$ cat src/rtl/type_rule_writer.sv
// type_rule_writer: assembles word-serial config commands into packed type
// rules and issues one-cycle write pulses to the lookup block's rule table.
// Also handles single/all-slot invalidation, tracks a shadow valid bitmap,
// and flags malformed commands with an error pulse and saturating counter.
module type_rule_writer #(
    parameter int RULE_NUM  = 8,
    parameter int RULE_BITS = 72,
    parameter int CFG_WIDTH = 32,
    parameter int VALID_BIT = RULE_BITS - 1
) (
    input  logic                 i_clk,
    input  logic                 i_rst,
    input  logic                 i_cfg_valid,
    input  logic [CFG_WIDTH-1:0] i_cfg_data,
    input  logic                 i_cfg_last,
    output logic                 o_cfg_ready,
    output logic [RULE_NUM-1:0]  o_rule_wren,
    output logic [RULE_BITS-1:0] o_type_rule,
    output logic [RULE_NUM-1:0]  o_rule_valid,
    output logic                 o_busy,
    output logic                 o_err,
    output logic [7:0]           o_err_cnt
);

    localparam int WORDS = (RULE_BITS + CFG_WIDTH - 1) / CFG_WIDTH;
    localparam int CNT_W = (WORDS > 1) ? $clog2(WORDS) : 1;

    localparam logic [3:0] OP_WRITE   = 4'd1;
    localparam logic [3:0] OP_INV     = 4'd2;
    localparam logic [3:0] OP_INV_ALL = 4'd3;

    typedef enum logic [1:0] {
        IDLE   = 2'd0,
        LOAD   = 2'd1,
        DRAIN  = 2'd2,
        COMMIT = 2'd3
    } state_t;

    state_t                r_state;
    state_t                w_state_nxt;
    logic [CNT_W-1:0]      r_cnt;
    logic [CNT_W-1:0]      w_cnt_nxt;
    logic [RULE_BITS-1:0]  r_asm;
    logic [RULE_BITS-1:0]  w_asm_nxt;
    logic [RULE_NUM-1:0]   r_target;
    logic [RULE_NUM-1:0]   w_target_nxt;
    logic [RULE_NUM-1:0]   r_wren;
    logic [RULE_BITS-1:0]  r_type_rule;
    logic [RULE_NUM-1:0]   r_rule_valid;
    logic                  r_err;
    logic [7:0]            r_err_cnt;

    logic                  w_xfer;
    logic [3:0]            w_opcode;
    logic [7:0]            w_idx;
    logic                  w_idx_ok;
    logic [RULE_NUM-1:0]   w_onehot;
    logic                  w_commit;
    logic [RULE_NUM-1:0]   w_commit_target;
    logic [RULE_BITS-1:0]  w_commit_rule;
    logic                  w_err;

    // Header field decode and one-hot slot select.
    always_comb begin
        w_opcode = i_cfg_data[CFG_WIDTH-1 -: 4];
        w_idx    = i_cfg_data[7:0];
        w_idx_ok = (int'(w_idx) < RULE_NUM);
        w_onehot = '0;
        for (int i = 0; i < RULE_NUM; i++) begin
            if (int'(w_idx) == i) w_onehot[i] = 1'b1;
        end
    end

    assign w_xfer = i_cfg_valid && (r_state != COMMIT);

    // State register; abandons any in-flight command on reset.
    always_ff @(posedge i_clk or posedge i_rst) begin
        if (i_rst) begin
            r_state  <= IDLE;
            r_cnt    <= '0;
            r_asm    <= '0;
            r_target <= '0;
        end else begin
            r_state  <= w_state_nxt;
            r_cnt    <= w_cnt_nxt;
            r_asm    <= w_asm_nxt;
            r_target <= w_target_nxt;
        end
    end

    // Next-state, word assembly, commit and error decisions.
    always_comb begin
        w_state_nxt     = r_state;
        w_cnt_nxt       = r_cnt;
        w_asm_nxt       = r_asm;
        w_target_nxt    = r_target;
        w_commit        = 1'b0;
        w_commit_target = '0;
        w_commit_rule   = '0;
        w_err           = 1'b0;
        case (r_state)
            IDLE: begin
                if (w_xfer) begin
                    if (w_opcode == OP_WRITE && w_idx_ok && !i_cfg_last) begin
                        w_state_nxt  = LOAD;
                        w_cnt_nxt    = '0;
                        w_asm_nxt    = '0;
                        w_target_nxt = w_onehot;
                    end else if (w_opcode == OP_INV && w_idx_ok && i_cfg_last) begin
                        w_state_nxt     = COMMIT;
                        w_commit        = 1'b1;
                        w_commit_target = w_onehot;
                    end else if (w_opcode == OP_INV_ALL && i_cfg_last) begin
                        w_state_nxt     = COMMIT;
                        w_commit        = 1'b1;
                        w_commit_target = '1;
                    end else if (i_cfg_last) begin
                        w_err = 1'b1;
                    end else begin
                        w_state_nxt = DRAIN;
                    end
                end
            end
            LOAD: begin
                if (w_xfer) begin
                    // Bits beyond the rule width in the final word are dropped.
                    for (int b = 0; b < CFG_WIDTH; b++) begin
                        if (int'(r_cnt) * CFG_WIDTH + b < RULE_BITS)
                            w_asm_nxt[int'(r_cnt) * CFG_WIDTH + b] = i_cfg_data[b];
                    end
                    if (r_cnt == CNT_W'(WORDS - 1)) begin
                        if (i_cfg_last) begin
                            w_state_nxt     = COMMIT;
                            w_commit        = 1'b1;
                            w_commit_target = r_target;
                            w_commit_rule   = w_asm_nxt;
                        end else begin
                            w_state_nxt = DRAIN;
                        end
                    end else if (i_cfg_last) begin
                        w_state_nxt = IDLE;
                        w_err       = 1'b1;
                    end else begin
                        w_cnt_nxt = r_cnt + 1'b1;
                    end
                end
            end
            DRAIN: begin
                if (w_xfer && i_cfg_last) begin
                    w_state_nxt = IDLE;
                    w_err       = 1'b1;
                end
            end
            COMMIT: begin
                w_state_nxt = IDLE;
            end
            default: begin
                w_state_nxt = IDLE;
            end
        endcase
    end

    // Registered rule write port, shadow valid bitmap and error reporting.
    always_ff @(posedge i_clk or posedge i_rst) begin
        if (i_rst) begin
            r_wren       <= '0;
            r_type_rule  <= '0;
            r_rule_valid <= '0;
            r_err        <= 1'b0;
            r_err_cnt    <= '0;
        end else begin
            r_wren <= w_commit ? w_commit_target : '0;
            if (w_commit) begin
                r_type_rule <= w_commit_rule;
                for (int i = 0; i < RULE_NUM; i++) begin
                    if (w_commit_target[i]) r_rule_valid[i] <= w_commit_rule[VALID_BIT];
                end
            end
            r_err <= w_err;
            if (w_err && r_err_cnt != 8'hFF) r_err_cnt <= r_err_cnt + 8'd1;
        end
    end

    assign o_cfg_ready  = !i_rst && (r_state != COMMIT);
    assign o_rule_wren  = r_wren;
    assign o_type_rule  = r_type_rule;
    assign o_rule_valid = r_rule_valid;
    assign o_busy       = (r_state != IDLE);
    assign o_err        = r_err;
    assign o_err_cnt    = r_err_cnt;

endmodule

$ cat config.mk
export PLATFORM = sky130hd
export DESIGN_NAME = type_rule_writer
export DESIGN_NICKNAME = d
export VERILOG_FILES = /design/src/rtl/type_rule_writer.sv
export SDC_FILE = /design/constraint.sdc
export NUM_CORES = 1
export LEC_CHECK = 0
export ABC_AREA = 1
export CAP_MARGIN = 20
export CELL_PAD_IN_SITES_DETAIL_PLACEMENT = 1
export CELL_PAD_IN_SITES_GLOBAL_PLACEMENT = 2
export CORE_AREA = 5 5 152 168
export CTS_CLUSTER_DIAMETER = 200
export DETAILED_ROUTE_END_ITERATION = 6
export DIE_AREA = 0 0 157 173
export GPL_TIMING_DRIVEN = 0
export PLACE_DENSITY = 0.93
export SYNTH_ARGS = -nofsm -noshare
export SYNTH_HDL_FRONTEND = slang
export SYNTH_SLANG_ARGS = --single-unit
export TNS_END_PERCENT = 20
$ cat constraint.sdc
create_clock -name i_clk -period 16.9 [get_ports i_clk]
set_input_delay 3.38 -clock i_clk [delete_from_list [all_inputs] [get_ports i_clk]]
set_output_delay 3.38 -clock i_clk [all_outputs]
set_load 0.01 [all_outputs]
==> results of run 1 <==
==> cells in the final DEF, fill, tap and decap left out, types with 7 or more instances in the layout <==
cell and instances:
nor2_1 35, or2_2 7, dfrtp_1 181, buf_2 11, clkdlybuf4s50_1 134, clkbuf_1 22, o21ai_0 69, inv_1 55
nand2_1 305, o21ai_1 87, o211ai_1 71, buf_6 14, nand3_1 23, clkbuf_16 17
==> flip-flops by register name, summed over array words and instances, names as in the netlist <==
signal,cells
r_state,2
o_rule_wren,8
r_target,8
o_type_rule,72
o_err,1
r_asm,72
o_rule_valid,8
r_cnt,2
o_err_cnt,8
==> kinds of logic (layout without fill, tap and decap cells) <==
kind of cell / after synthesis / after routing
flip-flops: 181 / 181
buffers and inverters: 113 / 280
XOR/XNOR: 6 / 6
AND/OR/NAND/NOR: 390 / 390
adder cells (fa/ha/maj): 5 / 5
AO/OA/AOI/OAI: 232 / 232
==> where the power goes <==
part,switching [mW],total (mW),internal (mW)
sequential,0.0144,0.461,0.446
clock,0.198,0.396,0.198
combinational,0.112,0.169,0.0568
==> critical path, stage by stage <==
cell and delay [ns]:
clkdlybuf4s50_1 0.53, a21oi_1 0.17, clkdlybuf4s50_1 0.60
==> layout make-up <==
class | count | area (µm²) | area share (%)
clock inverters | 15 | 156 | 1.49
plain buffers | 51 | 317 | 3.02
clock buffers | 17 | 425 | 4.06
repair buffers | 135 | 1370 | 13.1
multi-input cells | 633 | 3060 | 29.2
flip-flops and latches | 181 | 4530 | 43.2
inverters | 62 | 240 | 2.29
well taps | 305 | 382 | 3.64
==> final timing paths <==
path	from	to	slack, ns	cells past startpoint
setup / recovery	i_rst	o_cfg_ready	8.84	3
hold / removal	o_type_rule[62]	o_type_rule[62]	0.49	2
setup reg to reg	r_cnt[0]	o_rule_valid[4]	14.63	10
hold reg to reg	o_type_rule[62]	o_type_rule[62]	0.49	2
max in group asynchronous	i_rst	r_asm[1]	12.47	3
min in group asynchronous	i_rst	o_err_cnt[1]	3.47	2
==> routing by layer <==
metal / vias to the layer above / track usage [%]
met2: 130 / 31.0
met1: 3413 / 24.1
met3: 20 / 3.93
met4: 0 / 4.16
li1: 3369 / -
met5: - / 0
==> results_dict.tcl, run 1 <==
set metrics [dict create \
    status "complete, no violations" \
    yosys-mux-area-fraction_pct 0 \
    cts_hold_buf 0 \
    io_buffer_count 134 \
    cts_tree "done" \
    drt_first_pass_iters 4 \
    ys_seq_area_share_pct 55.7 \
    setup_tns_ns 0 \
    synthCells 927 \
    clk_pin_slew_ns 0.07 \
    syn_avg_cell_area_um2 8.78 \
    grt_overflow 0 \
    cts.sinks 181 \
    pwr_density_cell_nw_per_um2 97.9 \
    path_class "in -> out" \
    fin_nets 1122 \
    core_um2 23500 \
    syn_to_final_growth_pct 28.8 \
    synth_ff_type "dfrtp_1" \
    top_layer "met4" \
    grt_pass1_wl_um 40100 \
    layoutNonFillerInstCount 1399 \
    fillers 2715 \
    cts_root_buf "clkbuf_16" \
    yosys.area_share.adder_pct 0.769 \
    power_mw 1.03 \
    drt-met1-wl_um 10900 \
    synth_nets 968 \
    leakage_nw 4.61 \
    io-pin-count 135 \
    timing.hold.ws_ns 0.486 \
    max-clock-path-buffers 2 \
    dpl.cell_count 1367 \
    synth_compound_area_share_pct 16.7 \
    drc_errors 0 \
    dpl_worst_slack_ns 8.84 \
    synth_top_area_cell "dfrtp_1" \
    grt_start_max_net_pins 106 \
    synth.area.top_cells "dfrtp_1 (56%), nand2_1 (14%), o211ai_1 (6.6%), o21ai_1 (5.4%), o21ai_0 (4.2%)" \
    stdcell_area_um2 10500 \
    rows 59 \
    wl_met3_um 1190 \
    dpl.hpwl_um 17900 \
    placed_area_um2 9890 \
    cp_data_required_time_ns 13.52 \
    fin_worst_skew_ns 0.0147 \
    gp_congestion 0.810 \
    synth_area_um2 8140 \
    rsz0062_at_grt "false" \
    finish.utilization_pct 44.5 \
    period_share_pct 47.7 \
    post_cts_resized 0 \
    path_max_fanout 2 \
    die_h_um 173 \
    avgViaCountPerCell 4.95 \
    cap_violations 0 \
    synth-simple-area-share_pct 19.4 \
    hold_viol_final 0 \
    fmax_ghz 0.124 \
    tightestPinTransition_ns 0.838 \
    cp-start-kind "primary input" \
    setup_viol 0 \
    initial_core_util_pct 34.5 \
    grt_pass1_vias 7650 \
    drt.antenna.violating_nets 0 \
    synth_edf_count 0 \
    synthArstFlopShare_pct 100 \
    drt_iter0_markers 358 \
    synth_warnings 0 \
    synth_xor_area_share_pct 0.646 \
    dieWidth_um 157 \
    route.met2.wl_um 11800 \
    ys_seq_elements 181 \
    grt_util_all_layers_pct 18.3 \
    synth_top_family_by_area "simple AND/OR/NAND/NOR gates" \
    antenna_found_initial 0 \
    setup_slack_ns 8.84 \
    ir_drop_mv 0.0646 \
    vias 6932 \
    synth.most_common_cell "nand2_1" \
    cp.arrival_ns 4.68 \
    period_needed_ns 8.06 \
    cp-end-kind "output pin" \
    postCtsSetupRepairBufs 0 \
    die-area_um2 27200 \
    synthTopCellsByCount "nand2_1 (305), dfrtp_1 (181), o21ai_1 (87)" \
    ys_types 32 \
    slew_headroom_pct 43.7 \
    wl_per_cell_um 17.4 \
    hp-class "reg -> reg" \
    htreeDepth 4 \
    synth_top_cell_area_share_pct 55.7 \
    clk-insertion-delay-late_ns 0.44 \
    drive_gt1_share_pct 8.32 \
    finalWirelength_um 24300 \
    cts_buffers 17 \
    finalMaxSlewViolations 0 \
    diodes 0 \
]
Power figures use the tool's default switching activity.
==> run 2, diff against run 1 <==
CORE_AREA = 5 5 159 176   (was 5 5 152 168)
DIE_AREA = 0 0 164 181   (was 0 0 157 173)
PLACE_DENSITY = 0.86   (was 0.93)
clock period = 7.7 ns   (was 16.9 ns; I/O delays follow)
==> run 2 against run 1 <==
Effect of this change: final area increased by 1.0%; global-route usage decreased by 1.2 points; power increased by 130%; clock skew about the same; hold slack improved by 0.0021 ns; clock-buffer cell count increased by 1; sequential cell count unchanged; register-to-register slack got worse by 9.2 ns; critical path depth unchanged; via count increased by 0.27%; die area increased by 9.3%; non-clock buffer count unchanged; critical endpoint unchanged.
==> results_dict.tcl, run 2 (synthesis gave the netlist of run 1 again) <==
set metrics [dict create \
    fin_worst_skew_ns 0.0150 \
    period_needed_ns 4.38 \
    hold_viol_final 0 \
    dieWidth_um 164 \
    cts.sinks 181 \
    hp-class "reg -> reg" \
    avgViaCountPerCell 4.80 \
    drive_gt1_share_pct 8.32 \
    gp_congestion 0.809 \
    drt_first_pass_iters 4 \
    htreeDepth 4 \
    cp-end-kind "output pin" \
    leakage_nw 4.63 \
    cp_data_required_time_ns 6.16 \
    grt_util_all_layers_pct 17.2 \
    cts_buffers 17 \
    cp-start-kind "primary input" \
    drc_errors 0 \
    max_stage_delay_ns 0.58 \
    grt_overflow 0 \
    post_cts_resized 0 \
    die_h_um 181 \
    fin_nets 1122 \
    cp_cell_sequence "clkdlybuf4s50_1 -> a21oi_1 -> clkdlybuf4s50_1" \
    final_cell_mix "nand2_1 (305), dfrtp_1 (181), clkdlybuf4s50_1 (134), o21ai_1 (87), o211ai_1 (71)" \
    die-area_um2 29700 \
    clk-insertion-delay-late_ns 0.45 \
    wl_per_cell_um 17.2 \
    finalWirelength_um 24900 \
    io-pin-count 135 \
    layout_commonest_cell "nand2_1" \
    rows 62 \
    pwr_density_cell_nw_per_um2 218 \
    max-clock-path-buffers 2 \
    rsz0062_at_grt "false" \
    postCtsSetupRepairBufs 0 \
    path_max_fanout 2 \
    antenna_found_initial 2 \
    slowest_stage "clkdlybuf4s50_1" \
    slew_headroom_pct 38.3 \
    clk_pin_slew_ns 0.07 \
    setup_viol 0 \
    dpl.hpwl_um 18000 \
    finalMaxSlewViolations 0 \
    path_class "in -> out" \
    cts_root_buf "clkbuf_16" \
    initial_core_util_pct 31.4 \
    vias 6951 \
    io_buffer_count 134 \
    drt_iter0_markers 284 \
    status "complete, no violations" \
    tightestPinTransition_ns 0.919 \
    timing.hold.ws_ns 0.488 \
    fmax_ghz 0.228 \
    cts_hold_buf 0 \
    grt_start_max_net_pins 120 \
    grt_pass1_wl_um 40800 \
    cp.arrival_ns 2.84 \
    period_share_pct 56.9 \
    ir_drop_mv 0.114 \
    core_um2 25900 \
    grt_pass1_vias 7505 \
    cts_tree "done" \
    syn_to_final_growth_pct 30.1 \
    cap_violations 0 \
    finish.utilization_pct 40.8 \
    fillers 3086 \
    path_common_cell "clkdlybuf4s50_1" \
    drt.antenna.violating_nets 0 \
]
[run 2: cell count changes in the layout (fill, tap and decap cells not counted), sizes merged]
cell    delta
diode      +2
inv        -2
clkinv     -1
bufinv     +2
clkbuf     +1
[run 2: layout make-up]
| class | count | area, µm² | area share, % |
|---|---|---|---|
| antenna | 2 | 5.00 | 0.0473 |
| buffer | 51 | 317 | 2.99 |
| clock buffer | 18 | 439 | 4.15 |
| clock inverter | 14 | 188 | 1.77 |
| inverter | 62 | 240 | 2.27 |
| multi-input combinational | 633 | 3060 | 28.9 |
| sequential | 181 | 4530 | 42.8 |
| tap | 352 | 440 | 4.16 |
| timing repair buffer | 135 | 1370 | 12.9 |
[run 2: stage by stage]
step	cells	setup slack, ns	power (mW)	setup TNS [ns]	instance area, µm²
after floorplan	927	1.24	1.25	0	8140
after global placement	1413	-1.59	1.40	-285.35	9920
after detailed placement	1414	3.31	1.41	0	9950
after CTS	1446	3.29	2.34	0	10600
after global routing	1448	3.27	2.42	0	10600
final	1448	3.32	2.31	0	10600
[run 2: worst paths after layout]
path / from / to / slack (ns) / cells after the start
setup reg to reg: r_cnt[0] / o_rule_valid[2] / 5.42 / 10
setup / recovery: i_rst / o_cfg_ready / 3.32 / 3
max in group asynchronous: i_rst / o_type_rule[35] / 5.16 / 3
hold / removal: o_type_rule[0] / o_type_rule[0] / 0.49 / 2
min in group asynchronous: i_rst / o_err_cnt[7] / 1.60 / 2
hold reg to reg: o_type_rule[0] / o_type_rule[0] / 0.49 / 2
[run 2: where the power goes]
part           internal [mW]  switching, mW
clock                  0.504          0.424
combinational          0.125          0.249
sequential             0.980         0.0313
total                   1.61          0.704
[run 2: per-layer routing]
layer  global-route usage [%]  part of all wire (%)
met2                     28.3                    48
met4                     5.47                   2.1
met1                     22.6                    45
met3                     3.53                   4.7
met5                        0                     0
[run 2: critical path: cells and delay by family]
kind | cells | cell delay [ns]
AO/OA/AOI/OAI | 1 | 0.18
buffers and inverters | 2 | 1.12
